$ cat src/rtl/alk_mdseq_if.sv
// Start/control request and ALPCTL code bus between the issuing logic and the
// ALK multiply/divide sequencer.
interface alk_mdseq_if #(parameter int CNT_W = 6);
   logic             start_h;
   logic [1:0]       op_h;
   logic [CNT_W-1:0] cnt_h;
   logic             fast_en_h;
   logic             sel_n_h;
   logic             abort_h;
   logic [9:0]       alpctl_h;
   logic             loop_flag_h;
   logic             busy_h;
   logic             done_h;

   modport master (
      output start_h, op_h, cnt_h, fast_en_h, sel_n_h, abort_h,
      input  alpctl_h, loop_flag_h, busy_h, done_h
   );

   modport slave (
      input  start_h, op_h, cnt_h, fast_en_h, sel_n_h, abort_h,
      output alpctl_h, loop_flag_h, busy_h, done_h
   );
endinterface

$ cat src/rtl/alk_mdseq.sv
// Multiply/divide micro-step sequencer: emits registered ALPCTL codes and the
// loop flag for MUL, DIV and DIVD loops plus the closing REM cycle.
module alk_mdseq #(
   parameter int CNT_W = 6
) (
   input  logic        clk,
   input  logic        reset_l,
   alk_mdseq_if.slave  bus
);
   typedef enum logic [2:0] {S_IDLE, S_DBL, S_LOOP, S_REM, S_DONE} state_t;

   localparam logic [1:0] OP_MUL  = 2'b00;
   localparam logic [1:0] OP_DIVD = 2'b10;
   localparam logic [1:0] OP_RSVD = 2'b11;

   state_t           state_q, state_d;
   logic [CNT_W-1:0] r_q, r_d;
   logic [1:0]       op_q, op_d;
   logic             fast_q, fast_d;
   logic [9:0]       alpctl_q, alpctl_d;
   logic             flag_q, flag_d;
   logic             busy_q, busy_d;
   logic             done_q, done_d;
   logic             accept;
   logic             use_fast;

   always_ff @(posedge clk or negedge reset_l) begin
      if (!reset_l) begin
         state_q  <= S_IDLE;
         r_q      <= '0;
         op_q     <= OP_MUL;
         fast_q   <= 1'b0;
         alpctl_q <= 10'h000;
         flag_q   <= 1'b0;
         busy_q   <= 1'b0;
         done_q   <= 1'b0;
      end else begin
         state_q  <= state_d;
         r_q      <= r_d;
         op_q     <= op_d;
         fast_q   <= fast_d;
         alpctl_q <= alpctl_d;
         flag_q   <= flag_d;
         busy_q   <= busy_d;
         done_q   <= done_d;
      end
   end

   assign accept = bus.start_h && (state_q == S_IDLE || state_q == S_DONE) &&
                   (bus.op_h != OP_RSVD);

   always_comb begin
      state_d = state_q;
      r_d     = r_q;
      op_d    = op_q;
      fast_d  = fast_q;
      if (bus.abort_h) begin
         state_d = S_IDLE;
         r_d     = '0;
      end else begin
         case (state_q)
            S_IDLE, S_DONE: begin
               state_d = S_IDLE;
               if (accept) begin
                  op_d   = bus.op_h;
                  fast_d = bus.fast_en_h;
                  r_d    = bus.cnt_h;
                  if (bus.op_h == OP_DIVD)      state_d = S_DBL;
                  else if (bus.cnt_h != '0)     state_d = S_LOOP;
                  else if (bus.op_h == OP_MUL)  state_d = S_DONE;
                  else                          state_d = S_REM;
               end
            end
            S_DBL:  state_d = (r_q != '0) ? S_LOOP : S_REM;
            S_LOOP: begin
               // Count stops at r = 1, so a full-scale N never wraps.
               if (r_q <= CNT_W'(1))
                  state_d = (op_q == OP_MUL) ? S_DONE : S_REM;
               else
                  r_d = r_q - CNT_W'(1);
            end
            S_REM:  state_d = S_DONE;
            default: state_d = S_IDLE;
         endcase
      end
   end

   // Outputs are a function of the state being entered and the live sel_n_h,
   // so each code reflects sel sampled at the edge that starts its cycle.
   assign use_fast = fast_d && (r_d > CNT_W'(1));

   always_comb begin
      alpctl_d = 10'h000;
      flag_d   = 1'b0;
      busy_d   = 1'b0;
      done_d   = 1'b0;
      case (state_d)
         S_DBL: begin
            busy_d   = 1'b1;
            alpctl_d = bus.sel_n_h ? 10'h27F : 10'h26F;
         end
         S_LOOP: begin
            busy_d = 1'b1;
            flag_d = (r_d > CNT_W'(1));
            if (op_d == OP_MUL) alpctl_d = use_fast ? 10'h269 : 10'h26B;
            else                alpctl_d = use_fast ? 10'h26C : 10'h26E;
            alpctl_d[4] = bus.sel_n_h;
         end
         S_REM: begin
            busy_d   = 1'b1;
            alpctl_d = 10'h26A;
         end
         S_DONE:  done_d = 1'b1;
         default: ;
      endcase
   end

   assign bus.alpctl_h    = alpctl_q;
   assign bus.loop_flag_h = flag_q;
   assign bus.busy_h      = busy_q;
   assign bus.done_h      = done_q;
endmodule

$ cat src/flat_wrapper.sv
// flat-port wrapper written by rule: the top's interface ports become plain ports
module alk_mdseq_flat 
#(
   parameter int CNT_W = 6
)
  (clk, reset_l, bus_start_h, bus_op_h, bus_cnt_h, bus_fast_en_h, bus_sel_n_h, bus_abort_h, bus_alpctl_h, bus_loop_flag_h, bus_busy_h, bus_done_h);
  alk_mdseq_if #(.CNT_W(CNT_W)) bus_i ();
  input  logic clk;
  input  logic reset_l;
  input wire logic [$bits(bus_i.start_h)-1:0] bus_start_h;
  input wire logic [$bits(bus_i.op_h)-1:0] bus_op_h;
  input wire logic [$bits(bus_i.cnt_h)-1:0] bus_cnt_h;
  input wire logic [$bits(bus_i.fast_en_h)-1:0] bus_fast_en_h;
  input wire logic [$bits(bus_i.sel_n_h)-1:0] bus_sel_n_h;
  input wire logic [$bits(bus_i.abort_h)-1:0] bus_abort_h;
  output wire logic [$bits(bus_i.alpctl_h)-1:0] bus_alpctl_h;
  output wire logic [$bits(bus_i.loop_flag_h)-1:0] bus_loop_flag_h;
  output wire logic [$bits(bus_i.busy_h)-1:0] bus_busy_h;
  output wire logic [$bits(bus_i.done_h)-1:0] bus_done_h;
  assign bus_i.start_h = bus_start_h;
  assign bus_i.op_h = bus_op_h;
  assign bus_i.cnt_h = bus_cnt_h;
  assign bus_i.fast_en_h = bus_fast_en_h;
  assign bus_i.sel_n_h = bus_sel_n_h;
  assign bus_i.abort_h = bus_abort_h;
  assign bus_alpctl_h = bus_i.alpctl_h;
  assign bus_loop_flag_h = bus_i.loop_flag_h;
  assign bus_busy_h = bus_i.busy_h;
  assign bus_done_h = bus_i.done_h;
  alk_mdseq #(.CNT_W(CNT_W)) u_core (.clk(clk), .reset_l(reset_l), .bus(bus_i));
endmodule
$ cat config.mk
export PLATFORM = sky130hd
export DESIGN_NAME = alk_mdseq_flat
export DESIGN_NICKNAME = d
export VERILOG_FILES = /design/src/rtl/alk_mdseq_if.sv /design/src/rtl/alk_mdseq.sv /design/src/flat_wrapper.sv
export SDC_FILE = /design/constraint.sdc
export NUM_CORES = 1
export LEC_CHECK = 0
export CORE_ASPECT_RATIO = 0.8
export CORE_MARGIN = 2
export CORE_UTILIZATION = 53
export DETAILED_ROUTE_END_ITERATION = 7
export GPL_ROUTABILITY_DRIVEN = 0
export PLACE_DENSITY_LB_ADDON = 0.1
export SYNTH_ARGS = -nofsm -noshare
export SYNTH_HDL_FRONTEND = slang
export SYNTH_SLANG_ARGS = --single-unit
$ cat constraint.sdc
create_clock -name clk -period 6 [get_ports clk]
set_clock_uncertainty 0.2 [all_clocks]
set_input_delay 1.8 -clock clk [delete_from_list [all_inputs] [get_ports clk]]
set_output_delay 1.8 -clock clk [all_outputs]
set_load 0.02 [all_outputs]
==> flow_summary.json <==
{
  "numClockSinks": 19,
  "fin_crit_ns": 3.84,
  "nFillCells": 159,
  "final_antenna_net_count": 0,
  "ios": 27,
  "post_dp_cell_area_um2": 1420,
  "grt_util_all_layers_pct": 25.8,
  "regArea_um2": 475,
  "first_global_vias": 1050,
  "ir_worst_vdd_uv": 179,
  "finalWorstSetupSlack_ns": 2.16,
  "final_common_cell": "clkdlybuf4s50_1",
  "synth_cell_types": 46,
  "cts_tree": "done",
  "total_leakage_power_uw": 0.000613,
  "core_um2": 2160,
  "viasPerCell": 6.27,
  "tns_ns": 0,
  "syn_area_per_cell_um2": 8.91,
  "dpl.hpwl_mm": 2.27,
  "clk_latency_ns": 0.32,
  "grt_setup_unrepaired": "no",
  "drt_pass1_iterations": 5,
  "layout_common_cells": "clkdlybuf4s50_1 (24), dfrtp_1 (19), nor2_1 (12), o21ai_0 (10), nand2_1 (8)",
  "layout.nets": 173,
  "yosysTopAreaCellShare_pct": 39.5,
  "port_buffers": 24,
  "wl_mm": 3.01,
  "criticalPathCategory": "in -> reg",
  "ys_seq_area_share_pct": 39.5,
  "cts.path.max_buffers": 2,
  "hold_buffers": 0,
  "worstHoldPathType": "reg -> reg",
  "clkTransAtPathRegs_ns": 0.12,
  "antenna_found_initial": 0,
  "cts_root_buf": "clkbuf_4",
  "worst_setup_path_end_kind": "flop",
  "yosys_most_used_dff": "dfrtp_1",
  "die_area_um2": 2670,
  "place_ws_ns": 1.82,
  "cts_max_level": 1,
  "initial_core_util_pct": 55.7,
  "yosys_warnings": 0,
  "synthesis.area_um2": 1200,
  "drv_slew": 0,
  "area_growth_pct": 20.1,
  "path_cells": "clkdlybuf4s50_1 > a21boi_0 > nand2_1 > nor2_1 > nand2_1 > a221oi_1 > o21ai_0",
  "grt_pass1_wl_mm": 4.94,
  "synth-edff-count": 0,
  "max_stage_delay_ns": 0.52,
  "multi_input_area_um2": 644,
  "async_reset_ff_share_pct": 100,
  "drc": 0,
  "post-route-period-util_pct": 64.0,
  "numCtsBuffers": 3,
  "die-width_um": 57.3,
  "setup_viol_count_final": 0,
  "drive_gt1_share_pct": 9.68,
  "cp_common_cell": "nand2_1",
  "cp_max_fo": 7,
  "crit_buf_inv": 1,
  "synth.top_cells.by_area": "dfrtp_1 (40%), o21ai_0 (4.2%), buf_4 (3.7%)",
  "antenna_cells": 0,
  "cts_setup_buffers": 0,
  "cp_top_family": "compound AO/OA/AOI/OAI gates",
  "synthCells": 135,
  "critPathLaunchType": "input port",
  "fin_area_um2": 1440,
  "ys_ff_latch": 19,
  "die_h_um": 46.6,
  "cp_data_arrival_time_ns": 3.84,
  "rows": 15,
  "maxCapViolCount": 0,
  "vias": 1129,
  "p_per_area_nw_per_um2": 329,
  "slew_headroom_pct": 41.8,
  "post_drt_wl_per_cell_um": 16.7,
  "cp.required_ns": 6.01,
  "grt_overflow": 0,
  "drtIter0Drc": 99,
  "critical-path-slowest-cell": "clkdlybuf4s50_1",
  "status": "complete, no violations",
  "hold_violations": 0,
  "max_freq_mhz": 261,
  "ctsResizeCount": 0,
  "grt_max_degree": 20,
  "synth_top_cell_by_area": "dfrtp_1",
  "worstMarginPinSlew_ns": 0.871,
  "power_uw": 475,
  "hold_ws_ns": 0.331
}
-- cells in the mapped netlist (2+ instances only) --
master,instances
nand2_1,8
nand3_1,6
nor2b_1,5
or2_2,3
a21boi_0,2
nor4_1,3
o21ai_0,10
buf_4,6
a31oi_1,2
o211ai_1,2
o21ba_2,2
buf_2,3
dfrtp_1,19
nor2_1,12
nor3_1,6
inv_1,7
a21oi_1,7
ha_1,3
a211oi_1,2
-- registers in the layout (all words and copies together) (netlist names) --
signal / cells
u_core.fast_q: 1
u_core.op_q: 2
u_core.bus.busy_h: 1
u_core.r_q: 6
u_core.bus.alpctl_h: 4
u_core.bus.loop_flag_h: 1
u_core.bus.done_h: 1
u_core.state_q: 3
-- routing by layer --
layer | global-route usage [%] | part of all wire, % | vias up
li1 | - | - | 524
met1 | 35.5 | 45 | 521
met2 | 39.1 | 40 | 76
met3 | 7.02 | 12 | 8
met4 | 9.77 | 2.1 | 0
met5 | 0 | 0 | -
-- metrics by stage --
| stage | utilization [%] | std cells |
|---|---|---|
| after global placement | 65.7 | 176 |
| after global routing | 66.9 | 180 |
| after floorplan | - | 136 |
| after detailed placement | 65.7 | 176 |
| final | 66.9 | 180 |
| after CTS | 66.9 | 180 |
-- area by class of cell --
class	count	area share, %
Clock buffer	4	1.82
Timing Repair Buffer	24	16.6
Inverter	7	1.82
Tap cell	25	2.17
Multi-Input combinational cell	101	44.6
Sequential cell	19	32.9
-- kinds of logic (layout without fill, tap and decap cells) --
kind of cell    after synthesis  after routing  share of synthesized area, %
compound gates               40             40                          23.4
xor+xnor                      1              1                         0.729
fa+ha+maj                     3              3                          3.12
buf+inv                      16             35                          7.18
flops                        19             19                          39.5
mux                           2              2                          1.77
other cells                   1              2                         0.312
simple gates                 53             53                          23.9
-- final timing paths --
kind / from / endpoint / slack (ns) / depth (start not counted)
min in group asynchronous: reset_l / u_core.r_q[2]$_DFF_PN0_ / 1.76 / 1
setup reg to reg: u_core.r_q[0]$_DFF_PN0_ / u_core.bus.alpctl_h[1]$_DFF_PN0_ / 3.43 / 8
hold / removal: u_core.op_q[0]$_DFF_PN0_ / u_core.op_q[0]$_DFF_PN0_ / 0.33 / 1
max in group asynchronous: reset_l / u_core.op_q[0]$_DFF_PN0_ / 3.29 / 1
setup / recovery: bus_op_h[0] / u_core.bus.alpctl_h[1]$_DFF_PN0_ / 2.16 / 7
hold reg to reg: u_core.op_q[0]$_DFF_PN0_ / u_core.op_q[0]$_DFF_PN0_ / 0.33 / 1
-- power breakdown --
part / switching (µW) / internal, µW / leakage, µW / total [µW]
Sequential: 24.5 / 153 / 0.000253 / 178
Combinational: 126 / 102 / 0.000345 / 227
Clock: 44.2 / 26.1 / 0.0000150 / 70.2
Total: 194 / 281 / 0.000613 / 475
(Power assumes the default switching activity.)
